$ cat src/rtl/pc_update_ctrl_if.sv
// Instruction-in / next-PC-out bundle between decode, the PC update controller and fetch.
// master drives the decoded instruction and stall; slave is the controller.
interface pc_update_ctrl_if;
  logic        instr_valid;
  logic        instr_ready;
  logic [1:0]  off_sel;
  logic [2:0]  cond;
  logic [31:0] instr;
  logic [31:0] rs_val;
  logic        carry;
  logic        stall;
  logic [31:0] pc_out;
  logic        pc_valid;
  logic        taken;
  logic        link_we;
  logic [31:0] link_val;

  modport master (
    output instr_valid, off_sel, cond, instr, rs_val, carry, stall,
    input  instr_ready, pc_out, pc_valid, taken, link_we, link_val
  );

  modport slave (
    input  instr_valid, off_sel, cond, instr, rs_val, carry, stall,
    output instr_ready, pc_out, pc_valid, taken, link_we, link_val
  );
endinterface

$ cat src/rtl/pc_update_ctrl.sv
// Next-PC controller: IDLE captures one instruction, EVAL computes the target, UPDATE holds it while stall=1.
// pc_valid follows acceptance by one EVAL cycle; define PCU_LINK_EN for the cond=111 link-register write.
module pc_update_ctrl #(
  parameter logic [31:0] RESET_PC = 32'h0000_0000
) (
  input logic             clk,
  input logic             rst_n,
  pc_update_ctrl_if.slave bus
);

  typedef enum logic [1:0] {IDLE, EVAL, UPDATE} state_t;

  state_t      state_q, state_d;
  logic [1:0]  off_sel_q, off_sel_d;
  logic [2:0]  cond_q, cond_d;
  logic [27:0] instr_q, instr_d;
  logic [31:0] rs_val_q, rs_val_d;
  logic        carry_q, carry_d;
  logic [31:0] pc_q, pc_d;
  logic        taken_q, taken_d;
  logic        pc_valid_q, pc_valid_d;
  logic        instr_ready_q, instr_ready_d;

  logic [31:0] ext_off;
  logic [31:0] seq_pc;
  logic        cond_met;
  logic [3:0]  unused_instr_hi;

  assign unused_instr_hi = bus.instr[31:28];
  assign seq_pc          = pc_q + 32'd4;

  always_comb begin
    ext_off = 32'd0;
    case (off_sel_q)
      2'b01:   ext_off = {{16{instr_q[15]}}, instr_q[15:0]};
      2'b10:   ext_off = {{10{instr_q[21]}}, instr_q[21:0]};
      2'b11:   ext_off = {{4{instr_q[27]}}, instr_q[27:0]};
      default: ext_off = 32'd0;
    endcase
  end

  // cond=111 is always-taken in both builds; only the link write differs
  always_comb begin
    cond_met = 1'b0;
    case (cond_q)
      3'b000:  cond_met = 1'b0;
      3'b001:  cond_met = 1'b1;
      3'b010:  cond_met = rs_val_q[31];
      3'b011:  cond_met = (rs_val_q == 32'd0);
      3'b100:  cond_met = (rs_val_q != 32'd0);
      3'b101:  cond_met = carry_q;
      3'b110:  cond_met = ~carry_q;
      default: cond_met = 1'b1;
    endcase
  end

  always_comb begin
    state_d   = state_q;
    off_sel_d = off_sel_q;
    cond_d    = cond_q;
    instr_d   = instr_q;
    rs_val_d  = rs_val_q;
    carry_d   = carry_q;
    pc_d      = pc_q;
    taken_d   = taken_q;
    case (state_q)
      IDLE: begin
        if (bus.instr_valid) begin
          off_sel_d = bus.off_sel;
          cond_d    = bus.cond;
          instr_d   = bus.instr[27:0];
          rs_val_d  = bus.rs_val;
          carry_d   = bus.carry;
          state_d   = EVAL;
        end
      end
      EVAL: begin
        pc_d    = cond_met ? (seq_pc + (ext_off << 2)) : seq_pc;
        taken_d = cond_met;
        state_d = UPDATE;
      end
      UPDATE: begin
        if (!bus.stall) state_d = IDLE;
      end
      default: state_d = IDLE;
    endcase
    pc_valid_d    = (state_d == UPDATE);
    instr_ready_d = (state_d == IDLE);
  end

  always_ff @(posedge clk or negedge rst_n) begin
    if (!rst_n) begin
      state_q       <= IDLE;
      off_sel_q     <= 2'b00;
      cond_q        <= 3'b000;
      instr_q       <= 28'd0;
      rs_val_q      <= 32'd0;
      carry_q       <= 1'b0;
      pc_q          <= RESET_PC;
      taken_q       <= 1'b0;
      pc_valid_q    <= 1'b0;
      instr_ready_q <= 1'b1;
    end else begin
      state_q       <= state_d;
      off_sel_q     <= off_sel_d;
      cond_q        <= cond_d;
      instr_q       <= instr_d;
      rs_val_q      <= rs_val_d;
      carry_q       <= carry_d;
      pc_q          <= pc_d;
      taken_q       <= taken_d;
      pc_valid_q    <= pc_valid_d;
      instr_ready_q <= instr_ready_d;
    end
  end

  assign bus.pc_out      = pc_q;
  assign bus.taken       = taken_q;
  assign bus.pc_valid    = pc_valid_q;
  assign bus.instr_ready = instr_ready_q;

`ifdef PCU_LINK_EN
  logic        link_we_q, link_we_d;
  logic [31:0] link_val_q, link_val_d;

  // Strobe is registered on the EVAL edge so it lands in the first UPDATE cycle only
  always_comb begin
    link_we_d  = (state_q == EVAL) && (cond_q == 3'b111);
    link_val_d = link_we_d ? seq_pc : link_val_q;
  end

  always_ff @(posedge clk or negedge rst_n) begin
    if (!rst_n) begin
      link_we_q  <= 1'b0;
      link_val_q <= 32'd0;
    end else begin
      link_we_q  <= link_we_d;
      link_val_q <= link_val_d;
    end
  end

  assign bus.link_we  = link_we_q;
  assign bus.link_val = link_val_q;
`else
  assign bus.link_we  = 1'b0;
  assign bus.link_val = 32'd0;
`endif

endmodule

$ cat src/flat_wrapper.sv
// flat-port wrapper written by rule: the top's interface ports become plain ports
module pc_update_ctrl_flat 
#(
  parameter logic [31:0] RESET_PC = 32'h0000_0000
)
  (clk, rst_n, bus_instr_valid, bus_off_sel, bus_cond, bus_instr, bus_rs_val, bus_carry, bus_stall, bus_instr_ready, bus_pc_out, bus_pc_valid, bus_taken, bus_link_we, bus_link_val);
  pc_update_ctrl_if bus_i ();
  input logic clk;
  input logic rst_n;
  input wire logic [$bits(bus_i.instr_valid)-1:0] bus_instr_valid;
  input wire logic [$bits(bus_i.off_sel)-1:0] bus_off_sel;
  input wire logic [$bits(bus_i.cond)-1:0] bus_cond;
  input wire logic [$bits(bus_i.instr)-1:0] bus_instr;
  input wire logic [$bits(bus_i.rs_val)-1:0] bus_rs_val;
  input wire logic [$bits(bus_i.carry)-1:0] bus_carry;
  input wire logic [$bits(bus_i.stall)-1:0] bus_stall;
  output wire logic [$bits(bus_i.instr_ready)-1:0] bus_instr_ready;
  output wire logic [$bits(bus_i.pc_out)-1:0] bus_pc_out;
  output wire logic [$bits(bus_i.pc_valid)-1:0] bus_pc_valid;
  output wire logic [$bits(bus_i.taken)-1:0] bus_taken;
  output wire logic [$bits(bus_i.link_we)-1:0] bus_link_we;
  output wire logic [$bits(bus_i.link_val)-1:0] bus_link_val;
  assign bus_i.instr_valid = bus_instr_valid;
  assign bus_i.off_sel = bus_off_sel;
  assign bus_i.cond = bus_cond;
  assign bus_i.instr = bus_instr;
  assign bus_i.rs_val = bus_rs_val;
  assign bus_i.carry = bus_carry;
  assign bus_i.stall = bus_stall;
  assign bus_instr_ready = bus_i.instr_ready;
  assign bus_pc_out = bus_i.pc_out;
  assign bus_pc_valid = bus_i.pc_valid;
  assign bus_taken = bus_i.taken;
  assign bus_link_we = bus_i.link_we;
  assign bus_link_val = bus_i.link_val;
  pc_update_ctrl #(.RESET_PC(RESET_PC)) u_core (.clk(clk), .rst_n(rst_n), .bus(bus_i));
endmodule
$ cat config.mk
export PLATFORM = sky130hd
export DESIGN_NAME = pc_update_ctrl_flat
export DESIGN_NICKNAME = d
export VERILOG_FILES = /design/src/rtl/pc_update_ctrl_if.sv /design/src/rtl/pc_update_ctrl.sv /design/src/flat_wrapper.sv
export SDC_FILE = /design/constraint.sdc
export NUM_CORES = 1
export LEC_CHECK = 0
export CAP_MARGIN = 20
export CORE_MARGIN = 2
export CORE_UTILIZATION = 35
export CTS_CLUSTER_SIZE = 12
export DETAILED_ROUTE_END_ITERATION = 7
export GPL_TIMING_DRIVEN = 0
export PLACE_DENSITY = 0.68
export RECOVER_POWER = 50
export SLEW_MARGIN = 20
export SYNTH_ARGS = -nofsm -noshare
export SYNTH_HDL_FRONTEND = slang
export SYNTH_SLANG_ARGS = --single-unit
$ cat constraint.sdc
create_clock -name clk -period 4.8 [get_ports clk]
set_input_delay 1.44 -clock clk [delete_from_list [all_inputs] [get_ports clk]]
set_output_delay 1.44 -clock clk [all_outputs]
set_load 0.03 [all_outputs]
==> flow_summary.toml, run 1 <==
[floorplanning]
num_rows = 50
initial_core_util_pct = 35.8
ios = 142
coreArea_um2 = 18800
die_w_um = 143
fp.dieArea_um2 = 20400
die_h_um = 143

[power]
sw_frac_of_total_pct = 48.0
cellLeakagePower_nw = 3.77
comb_power_share_pct = 65.7
power_density_nw_per_um2 = 815
p_sw_mw = 3.33
power_frac_seq_pct = 23.8
irDropWorstVdd_mv = 0.294
clkPwrFrac_pct = 10.6
p_int_mw = 3.61

[yosys]
syn_inst = 702
syn_area_um2 = 6740
seq_area_frac_synth_pct = 37.5
synth-async-reset-ratio_pct = 100
synth.ff_latch_count = 101
synth_area_per_cell_um2 = 9.60
yosys_warnings = 0
synth_edf_count = 0
yosysUniqueCellTypes = 65
synth_top_flop_cell = "dfrtp_1"

[global_routing]
grt_pass1_wl_um = 28200
grt_max_degree = 79
antenna_found_initial = 2
grt_pass1_vias = 5362
grt_use_total_pct = 17.8
grt-ovfl-total = 0

[place]
place_area_um2 = 8240
globalplace.congestion = 0.935
hpwlAfterDp_um = 13600
portBuffers = 102

[routing]
drc = 0
vias = 5636
ant_nets = 0
wirelength_um = 17800
drtIter0Drc = 313
routedWlPerCell_um = 15.9
drtPass1Iterations = 4
viasPerCell = 5.05

[worst_setup_path]
critical_path_class = "reg -> reg"
crit_fanout = 8
setup.worst_path.start_class = "flop"
critPathCaptureType = "flop"
required_ps = 5090
rr_worst_depth = 16
arrival_ps = 4740

[finish]
drive_gt1_share_pct = 15.4
utilization_pct = 45.2
finalInstanceArea_um2 = 8520
nets = 956
n_fill_cell = 1790
seqCellArea_um2 = 2530
final_common_cell = "dfrtp_1"
multi_input_area_um2 = 3930
final_cell_mix = "dfrtp_1 (100), clkdlybuf4s50_1 (92), mux2_2 (63)"
synthToLayoutAreaGrowth_pct = 26.4

[sta]
max_clock_freq_ghz = 0.225
period_minus_slack_ps = 4450
fin_hold_ws_ps = 464
setup_viol = 0
slew_headroom_pct = -28.7
finalHoldViolations = 0
grt_setup_unrepaired = "false"
max_slew.worst_pin.slew_ps = 1930
slew_violations = 79
period_share_pct = 92.8
clock_skew_ps = 7.55

[cts]
cts.sink_count = 101
cts_buffer_depth = 2
cts_buffers = 9
cts_setup_buffers = 0
tritoncts = "built"
root_buffer = "clkbuf_16"
htreeDepth = 3
clk_pin_slew_ps = 70
clkLatencyLatePin_ps = 370

[run_status]
status = "complete, but fails checks"
violations = "capacitance limit, slew limit"

[hold_path]
whs_path_depth = 1
hold_path.class = "reg -> reg"

[job]
cap_violations = 1
-- per-stage QoR --
step / power (mW) / setup slack (ps) / instances / setup TNS (ps)
2_1_floorplan: 4.95 / 640 / 736 / 0
3_3_place_gp: 6.12 / -1660 / 1098 / -164960
3_5_place_dp: 6.18 / 161 / 1099 / 0
4_1_cts: 6.95 / 111 / 1115 / 0
5_1_grt: 7.50 / 48.3 / 1115 / 0
6_report: 6.94 / 347 / 1116 / 0
-- layer usage --
metal	wire length (um)	part of all wire [%]	global-route usage (%)
met1	7820	44	24.0
met2	7880	44	27.4
met3	1700	9.5	4.83
met4	384	2.2	6.67
met5	13	0.073	0
-- synthesized netlist by cell type, types with 12 or more instances --
cell type	n	area [um^2]
dfrtp_1	100	2500
nor2_1	39	146
and3_1	15	93.8
nand3_1	22	110
o21ai_0	39	195
ha_1	31	388
nor2b_1	22	138
mux2_2	63	709
nand2_1	58	218
xor2_1	19	166
a21oi_1	42	210
inv_1	12	45.0
clkbuf_1	26	97.6
a21o_1	27	203
buf_4	35	263
xnor2_1	33	289
-- critical path, stage by stage, from the launching register on --
cell and delay, ps:
dfrtp_1 470, and3_1 260, and2_1 250, nand2_1 160
nor4_2 460, nand3_1 160, xnor2_1 240, ha_1 360
a21o_1 210, a21o_1 170, a21o_1 210, a2111oi_4 330
o21bai_1 130, or4_4 490, a21o_1 200, a21oi_2 140
xor2_1 150
-- final timing paths --
kind / startpoint / to / slack (ps)
setup / recovery: u_core.bus.pc_out[4] / u_core.bus.pc_out[31] / 350
hold / removal: u_core.bus.pc_out[31] / u_core.bus.pc_out[31] / 460
setup reg to reg: u_core.bus.pc_out[4] / u_core.bus.pc_out[31] / 350
hold reg to reg: u_core.bus.pc_out[31] / u_core.bus.pc_out[31] / 460
max in group asynchronous: rst_n / u_core.bus.pc_out[10] / 880
min in group asynchronous: rst_n / u_core.instr_q[21] / 1370
-- sequential cells by signal (all words and copies together), names as in the netlist --
signal	cells
u_core.carry_q	1
u_core.bus.instr_ready	1
u_core.rs_val_q	32
u_core.bus.pc_valid	1
u_core.cond_q	3
u_core.bus.taken	1
u_core.state_q	2
u_core.instr_q	28
u_core.off_sel_q	2
u_core.bus.pc_out	30
-- cells by family (layout without fill, tap and decap cells) --
logic type,count (synthesis),after routing,share of synthesized area (%)
buf+inv,77,196,6.27
xor+xnor,52,52,6.76
fa+ha+maj,32,32,6.05
flops,101,101,37.5
simple gates,206,206,15.4
mux,68,68,11.3
other cells,1,36,0.0556
compound gates,165,165,16.7
-- what timing repair did --
action / CTS / global route
setup endpoints to repair: 0 / 2
gates resized for setup: 0 / 2
endpoints found under the hold margin: 0 / 0
hold buffers: 0 / 0
-- area by class of cell --
type	instances	area share (%)
sequential	101	29.7
multi-input combinational	558	46.1
antenna	1	0.0294
timing repair buffer	103	12.0
tap	260	3.82
clock buffer	9	2.64
inverter	13	0.573
buffer	64	4.39
clock inverter	7	0.778
-- power groups by stage --
stage / Sequential [mW] / Clock (mW) / Combinational, mW
after floorplan: 1.80 / 0 / 3.15
after global placement: 1.65 / 0 / 4.46
after detailed placement: 1.66 / 0 / 4.52
after CTS: 1.65 / 0.748 / 4.55
after global routing: 1.72 / 0.784 / 5.00
final: 1.65 / 0.733 / 4.56
Note: power is estimated with default switching activity, not from simulation.
==> run 2, diff against run 1 <==
Settings changed: GPL_TIMING_DRIVEN 0 to default.
==> flow_summary.toml, run 2 (same netlist as run 1, synthesis figures left out) <==
[sta]
period_minus_slack_ps = 4470
slew_violations = 57
grt_setup_unrepaired = "false"
setup_viol = 0
finalHoldViolations = 0
setup_tns_ps = 0
max_clock_freq_ghz = 0.224
slew_headroom_pct = -97.9
period_share_pct = 93.1
worst_slack_ps = 331
clock_skew_ps = 7.37
max_slew.worst_pin.slew_ps = 2970

[global_routing]
antenna_found_initial = 2
grt_pass1_vias = 5377
grt_use_total_pct = 16.9
grt_pass1_wl_um = 27400
grt-ovfl-total = 0
grt_max_degree = 63

[finish]
nets = 909
largest_reg_flops = 32
synthToLayoutAreaGrowth_pct = 22.6
final_cell_mix = "dfrtp_1 (100), clkdlybuf4s50_1 (99), mux2_2 (63)"
final_common_cell = "dfrtp_1"
fin_cells = 1069
regMostFlops = "u_core.rs_val_q"
drive_gt1_share_pct = 13.4

[hold_path]
hold_path.class = "reg -> reg"

[cts]
htreeDepth = 3
cts_buffers = 9
tritoncts = "built"
cts.sink_count = 101
clkLatencyLatePin_ps = 350
hold_buffers = 0
cts_buffer_depth = 2
root_buffer = "clkbuf_16"
cts-resized-gates = 0
cts_setup_buffers = 0
clk_pin_slew_ps = 70

[power]
total_power_mw = 6.90
irDropWorstVdd_mv = 0.418
power_density_nw_per_um2 = 835
comb_power_share_pct = 65.5
p_int_mw = 3.70
sw_frac_of_total_pct = 46.3
clkPwrFrac_pct = 11.0
power_frac_seq_pct = 23.5
cellLeakagePower_nw = 3.61
p_sw_mw = 3.19

[floorplanning]
ios = 142
initial_core_util_pct = 35.8
fp.dieArea_um2 = 20400
coreArea_um2 = 18800
die_w_um = 143
die_h_um = 143
num_rows = 50

[worst_setup_path]
arrival_ps = 4750
crit_fanout = 8
crit_top_cell = "a21o_1"
r2r_slack_ps = 330
setup.worst_path.start_class = "flop"
critPathCaptureType = "flop"
crit_end = "u_core.bus.pc_out[31]"
path_delay_family = "simple AND/OR/NAND/NOR gates"
rr_worst_depth = 16
critical_path.startpoint = "u_core.bus.pc_out[4]"
r2r_end = "u_core.bus.pc_out[31]"
critical_path_class = "reg -> reg"
crit_path_top_delay_cell = "nor4_1"
worst-path-stages = 16
crit_buf_inv = 0
crit_chain = "and3_1 -> and2_1 -> nand2_1 -> nor4_1 -> nand3_1 -> xnor2_1 -> ha_1 -> a21o_1 -> a21o_1 -> a21o_1 -> a2111oi_4 -> o21bai_1 -> or4_4 -> a21o_1 -> a21oi_2 -> xor2_1"
required_ps = 5080
regToRegStartpoint = "u_core.bus.pc_out[4]"
slowest_delay_ps = 510

[place]
dp_slack_ps = 357
place_inst = 1052
globalplace.congestion = 0.879
portBuffers = 102
hpwlAfterDp_um = 12500

[routing]
wl_met3_um = 1230
ant_nets = 0
drc = 0
wl_met1_um = 7700
wirelength_um = 16600
drtPass1Iterations = 4
drtIter0Drc = 184
routedWlPerCell_um = 15.5
wl_met2_um = 7330
viasPerCell = 5.03
vias = 5372
highest_layer = "met5"

[job]
cap_violations = 1

[run_status]
status = "complete, but fails checks"
violations = "capacitance limit, slew limit"
==> run 2: layout make-up <==
| cell class | count | area (um^2) |
|---|---|---|
| well taps | 260 | 325 |
| clock inverters | 6 | 68.8 |
| clock buffers | 10 | 239 |
| diodes | 1 | 2.50 |
| repair buffers | 120 | 1130 |
| multi-input cells | 558 | 3920 |
| inverters | 13 | 48.8 |
| fillers | 1809 | 10600 |
| flip-flops and latches | 101 | 2530 |
==> run 2: layer usage <==
layer	vias to the layer above	track usage [%]
met1	2536	22.6
li1	2648	-
met2	163	26.1
met3	23	5.00
met4	2	6.15
met5	-	0
==> run 2: how the worst min path moves through the flow <==
stage,slack (ps),cells after the start,to,from
after floorplan,470,1,u_core.instr_q[0],u_core.instr_q[0]
after global placement,460,1,u_core.bus.pc_out[31],u_core.bus.pc_out[31]
after detailed placement,460,1,u_core.bus.pc_out[31],u_core.bus.pc_out[31]
after CTS,470,1,u_core.bus.pc_out[31],u_core.bus.pc_out[31]
after global routing,480,1,u_core.bus.pc_out[31],u_core.bus.pc_out[31]
final,470,1,u_core.bus.pc_out[31],u_core.bus.pc_out[31]
==> run 2: power groups by stage <==
| stage | logic, mW | registers, mW | clock network, mW |
|---|---|---|---|
| finish | 4.52 | 1.62 | 0.759 |
| floorplan | 3.15 | 1.80 | 0 |
| global route | 4.96 | 1.69 | 0.820 |
| global placement | 4.45 | 1.62 | 0 |
| detailed placement | 4.47 | 1.63 | 0 |
| CTS | 4.51 | 1.63 | 0.782 |
==> run 2: per-stage QoR <==
stage	hold slack (ps)	area, um^2	utilization [%]
floorplan	473	6870	-
global route	481	8260	43.9
detailed placement	459	7980	42.4
global placement	460	7980	42.4
CTS	472	8290	44.0
finish	467	8270	43.9
